$ cat src/rtl/ram_arbiter.sv
// ram_arbiter: two-requester arbiter in front of a single-port 256x8 RAM.
// The RAM has a registered read with 1-cycle latency and is read-before-write.
// Round-robin arbitration with an optional burst lock. Read data returns
// one cycle after the grant, together with a valid pulse for the issuer.
// Build option: define RAM_ARB_FIXED_PRI_EN for fixed priority (A always
// wins a tie). In that mode the lock inputs are ignored and burst_cnt stays 0.
module ram_arbiter #(
  parameter int AW        = 8,
  parameter int DW        = 8,
  parameter int MAX_BURST = 4
) (
  input  logic          clk,
  input  logic          rst,
  input  logic          a_req,
  input  logic          a_we,
  input  logic          a_lock,
  input  logic [AW-1:0] a_addr,
  input  logic [DW-1:0] a_wdata,
  output logic          a_gnt,
  output logic [DW-1:0] a_rdata,
  output logic          a_rvalid,
  input  logic          b_req,
  input  logic          b_we,
  input  logic          b_lock,
  input  logic [AW-1:0] b_addr,
  input  logic [DW-1:0] b_wdata,
  output logic          b_gnt,
  output logic [DW-1:0] b_rdata,
  output logic          b_rvalid,
  output logic [AW-1:0] ram_address,
  output logic [DW-1:0] ram_data_in,
  output logic          ram_write_enable,
  input  logic [DW-1:0] ram_data_out
);

  localparam logic [3:0] MAX_BURST_C = 4'(MAX_BURST);

  logic       last_gnt;   // 0 = A won last, 1 = B won last
  logic [3:0] burst_cnt;
  logic       rd_pend_a;
  logic       rd_pend_b;
  logic       grant;
  logic       sel_b;

`ifdef RAM_ARB_FIXED_PRI_EN
  logic unused_lock;
  assign unused_lock = a_lock ^ b_lock;
`else
  logic win_lock;
  assign win_lock = sel_b ? b_lock : a_lock;
`endif

  // Winner selection; with no grant the mux keeps pointing at the last winner
  always_comb begin
    grant = 1'b0;
    sel_b = last_gnt;
    if (!rst) begin
      if (a_req && b_req) begin
        grant = 1'b1;
`ifdef RAM_ARB_FIXED_PRI_EN
        sel_b = 1'b0;
`else
        if (!last_gnt && a_lock && (burst_cnt < MAX_BURST_C))
          sel_b = 1'b0;
        else if (last_gnt && b_lock && (burst_cnt < MAX_BURST_C))
          sel_b = 1'b1;
        else
          sel_b = ~last_gnt;
`endif
      end else if (a_req) begin
        grant = 1'b1;
        sel_b = 1'b0;
      end else if (b_req) begin
        grant = 1'b1;
        sel_b = 1'b1;
      end
    end
  end

  assign a_gnt            = grant & ~sel_b;
  assign b_gnt            = grant &  sel_b;
  assign ram_address      = sel_b ? b_addr  : a_addr;
  assign ram_data_in      = sel_b ? b_wdata : a_wdata;
  assign ram_write_enable = grant & (sel_b ? b_we : a_we);

  assign a_rdata  = ram_data_out;
  assign b_rdata  = ram_data_out;
  assign a_rvalid = rd_pend_a;
  assign b_rvalid = rd_pend_b;

  // Priority history, burst length and read-return tracking
  always_ff @(posedge clk) begin
    if (rst) begin
      last_gnt  <= 1'b1;
      burst_cnt <= '0;
      rd_pend_a <= 1'b0;
      rd_pend_b <= 1'b0;
    end else begin
      rd_pend_a <= a_gnt & ~a_we;
      rd_pend_b <= b_gnt & ~b_we;
      if (grant) begin
        last_gnt <= sel_b;
`ifndef RAM_ARB_FIXED_PRI_EN
        if ((sel_b == last_gnt) && win_lock)
          burst_cnt <= (burst_cnt == 4'hF) ? burst_cnt : burst_cnt + 4'd1;
        else
          burst_cnt <= win_lock ? 4'd1 : 4'd0;
`endif
      end
    end
  end

endmodule

$ cat config.mk
export PLATFORM = sky130hd
export DESIGN_NAME = ram_arbiter
export DESIGN_NICKNAME = d
export VERILOG_FILES = /design/src/rtl/ram_arbiter.sv
export SDC_FILE = /design/constraint.sdc
export NUM_CORES = 1
export LEC_CHECK = 0
export ABC_AREA = 1
export CAP_MARGIN = 20
export CORE_UTILIZATION = 28
export DETAILED_ROUTE_END_ITERATION = 16
export PLACE_DENSITY_LB_ADDON = 0.15
export SLEW_MARGIN = 20
export SYNTH_ARGS = -nofsm -noshare
export SYNTH_HDL_FRONTEND = slang
export SYNTH_SLANG_ARGS = --single-unit
$ cat constraint.sdc
create_clock -name clk -period 2.2 [get_ports clk]
set_input_delay 0.66 -clock clk [delete_from_list [all_inputs] [get_ports clk]]
set_output_delay 0.66 -clock clk [all_outputs]
set_load 0.005 [all_outputs]
==> implementation parameters <==
Parameter                              Value

Power
  Static leakage    0.892 nW
  PwrDens    between 300 and 400 nW/um2
  Max rail drop VDD    0.367 mV
  Total power    661 uW

Clock tree
  Total CTS buffers    3
  Number of buffers on the longest clock path    2
  Clock transition at the registers of the reported paths    50 ps
  CTS sink count    7
  Root buffer cell    sky130_fd_sc_hd__clkbuf_4
  CTS H-Tree Depth    1
  TritonCTS clock tree    built
  Insertion delay of the later-clocked pin in the worst-skew pair    between 200 and 300 ps

Place
  Last weighted congestion value of the routability-driven placer    0.837
  Area of placed instances    1450 um2
  Post-detail-place hpwl    2160 um
  Port buffer count    60
  Number of instances in the placed design    230

Final layout
  Diodes inserted    0
  Nets    ~280
  Cell area after layout    1700 um2
  Core utilization of the finished layout    66.1%
  Non-filler instance count after layout    256
  Layout overhead on the synthesized area    114%
  Fraction of layout cells with a size suffix above 1    50.0%

Global route
  Antenna violations before repair    0
  Maximum number of pins on one net before global-route repair    9
  Number of global-route vias before repair    1136
  Global-route wire length before repair    5100 um
  GRT Overall Usage    20.3%
  Sum of overflow across all layers after global routing    0

Synthesis
  Commonest register cell after synthesis    sky130_fd_sc_hd__dfxtp_1
  Area share of the largest cell type after synthesis    31.2%
  Number of synthesized flops with an enable pin    0
  Largest cells by area after synthesis    sky130_fd_sc_hd__nand2_1 31%, sky130_fd_sc_hd__dfxtp_1 18%, sky130_fd_sc_hd__buf_4 16%
  Per-instance average area after synthesis    5.76 um2
  Biggest area consumer among synthesized cells    sky130_fd_sc_hd__nand2_1
  Synthesized flop and latch total    7
  Most frequently used cell type in the post-synthesis netlist    sky130_fd_sc_hd__nand2_1
  Warnings, synthesis    0
  Most instantiated cells after synthesis    66 x sky130_fd_sc_hd__nand2_1, 17 x sky130_fd_sc_hd__buf_4, 11 x sky130_fd_sc_hd__inv_1, 7 x sky130_fd_sc_hd__dfxtp_1
  Post-Syn Nets    about 190
  Combined area of all synthesized cells    795 um2
  Cells after Synth    138
  Share of async-settable or async-resettable flops after synthesis    0%
  Distinct cell type count of the synthesized netlist    20
  Sequential element share of the synthesized area    17.6%

Critical path
  Reg2reg end    burst_cnt[0]$_SDFFE_PP0P_
  Arrival time at the worst endpoint    1720 ps
  CP max stage delay    ~160 ps
  Destination of the critical timing path    ram_data_in[4]
  Endpoint class of the critical path    output pin
  Required @ worst endpoint    1540 ps
  Critical path fanouts, max    5
  Launch instance of the worst register-to-register path    burst_cnt[3]$_SDFFE_PP0P_
  Kind of critical path    in2out
  Beginning of the critical path    b_req
  Ordered list of cells on the worst path    buf_6 > o21ai_2 > nand3_2 > nand2_4 > inv_4 > buf_4 > buf_4 > nand2_2 > nand2_1 > buf_2
  Reg2reg path depth    15
  Flop-to-flop setup slack    480 ps
  Cell type with the highest occurrence count on the critical path    sky130_fd_sc_hd__buf_4
  Max stage delay cell, worst path    sky130_fd_sc_hd__o21ai_2
  Type of element launching the critical path    input port

Run status
  Violations in the final reports    setup timing
  Result of the run    finished, violations left

Worst hold path
  Min-Delay Path Class    reg2reg

Routing
  Routed WL    3060 um
  DRC violations left    0
  Count of antenna-violating nets left after detailed routing    0
  Starting DRT DRC Count    32
  Post-DR wirelength/cell    11.9 um
  Via count    1171
  Detailed-route vias per instance    around 4.6
  First-pass iteration count of the detailed router    4

Die
  Overall die height    55.3 um
  Initial Util    30.9%
  Total I/O pin count    between 80 and 90
  Num rows    18
  Horizontal die dimension    between 50 and 60 um
  Floorplan core area    2570 um2
  Full die area    3050 um2

STA
  Count of endpoints failing hold in the final timing report    0
  Number of endpoints failing setup at the final stage    17
  Max_slew headroom    84.9%
  Setup repair after global routing missed its margin    yes
  Actual transition at the worst max-transition pin    226 ps
  Share of the cycle needed by the critical path after routing    108%
  Min setup slack post-route    -181 ps
  Final Critical Period    2380 ps
  Worst clock skew on the final layout    1.23 ps
  Slew Limit Fails    0
  Top achievable clock speed    420 MHz
  Hold slack    567 ps

Run
  Number of violations of the max-capacitance limit    0
per-layer routing:
metal | routed length (um) | track usage, % | vias up
met5 | 0 | 0 | -
met4 | 76 | 8.21 | 0
met3 | 200 | 5.85 | 11
met2 | 1510 | 35.8 | 35
met1 | 1270 | 22.8 | 543
li1 | - | - | 582
stage by stage:
step | setup TNS, ps | worst slack, ps
after floorplan | 0 | 125
after global placement | -16360 | -880
after detailed placement | -17000 | -929
after CTS | -1830 | -168
after global routing | -3300 | -281
final | -1730 | -181
where the power goes:
group          internal (mW)  switching, mW
registers              0.137        0.00779
logic                  0.235          0.164
clock network         0.0693         0.0487
total                  0.441          0.220
critical path: cells and delay by family:
family	cells	cell delay [ps]
AOI/OAI and AO/OA	1	160
buffers and inverters	5	540
and+or+nand+nor	4	350
state kept, by name, indices dropped and copies added, names as in the netlist:
name,flops
last_gnt,1
b_rvalid,1
a_rvalid,1
burst_cnt,4
worst min path at each step:
stage               slack [ps]  cells past startpoint                      start                         to
floorplan                  520                      4  burst_cnt[1]$_SDFFE_PP0P_  burst_cnt[1]$_SDFFE_PP0P_
global placement           530                      4  burst_cnt[1]$_SDFFE_PP0P_  burst_cnt[1]$_SDFFE_PP0P_
detailed placement         560                      4  burst_cnt[1]$_SDFFE_PP0P_  burst_cnt[1]$_SDFFE_PP0P_
CTS                        570                      4  burst_cnt[1]$_SDFFE_PP0P_  burst_cnt[1]$_SDFFE_PP0P_
global route               620                      4  burst_cnt[1]$_SDFFE_PP0P_  burst_cnt[1]$_SDFFE_PP0P_
finish                     570                      4  burst_cnt[1]$_SDFFE_PP0P_  burst_cnt[1]$_SDFFE_PP0P_
cells in the final DEF (no fill, tap or decap), types with 3 or more instances in the layout:
cell type and count:
sky130_fd_sc_hd__buf_4 26, sky130_fd_sc_hd__nor2_1 4, sky130_fd_sc_hd__nand3_2 6, sky130_fd_sc_hd__nand2_1 45, sky130_fd_sc_hd__dfxtp_1 5, sky130_fd_sc_hd__clkbuf_4 3
sky130_fd_sc_hd__inv_1 8, sky130_fd_sc_hd__buf_6 17, sky130_fd_sc_hd__buf_2 21, sky130_fd_sc_hd__nand2_2 22, sky130_fd_sc_hd__nand3_1 5, sky130_fd_sc_hd__clkdlybuf4s50_1 36
sky130_fd_sc_hd__inv_2 4
kinds of logic (layout without fill, tap and decap cells):
family / count (synthesis) / count (layout) / synth area share [%]
XOR/XNOR: 2 / 2 / 2.21
buffers and inverters: 32 / 120 / 24.3
adder cells (fa/ha/maj): 1 / 1 / 1.57
AO/OA/AOI/OAI: 6 / 6 / 4.57
AND/OR/NAND/NOR: 90 / 90 / 49.8
flip-flops: 7 / 7 / 17.6
cell type report:
| type | count | area [um2] |
|---|---|---|
| inverter | 13 | 56.3 |
| clock buffer | 4 | 26.3 |
| timing repair buffer | 102 | 877 |
| timing repair inverter | 1 | 6.26 |
| fill | 222 | 870 |
| sequential | 7 | 143 |
| multi-input combinational | 99 | 552 |
| tap | 30 | 37.5 |
repair_timing:
action / in CTS / in global routing
hold buffers: 0 / 0
pin swaps: 21 / 8
endpoints found under the hold margin: 0 / 0
cloned: 1 / 0
gates resized for setup: 138 / 14
endpoints found under the setup margin: 19 / 19
setup buffers: 19 / 3
(Power assumes the default switching activity.)
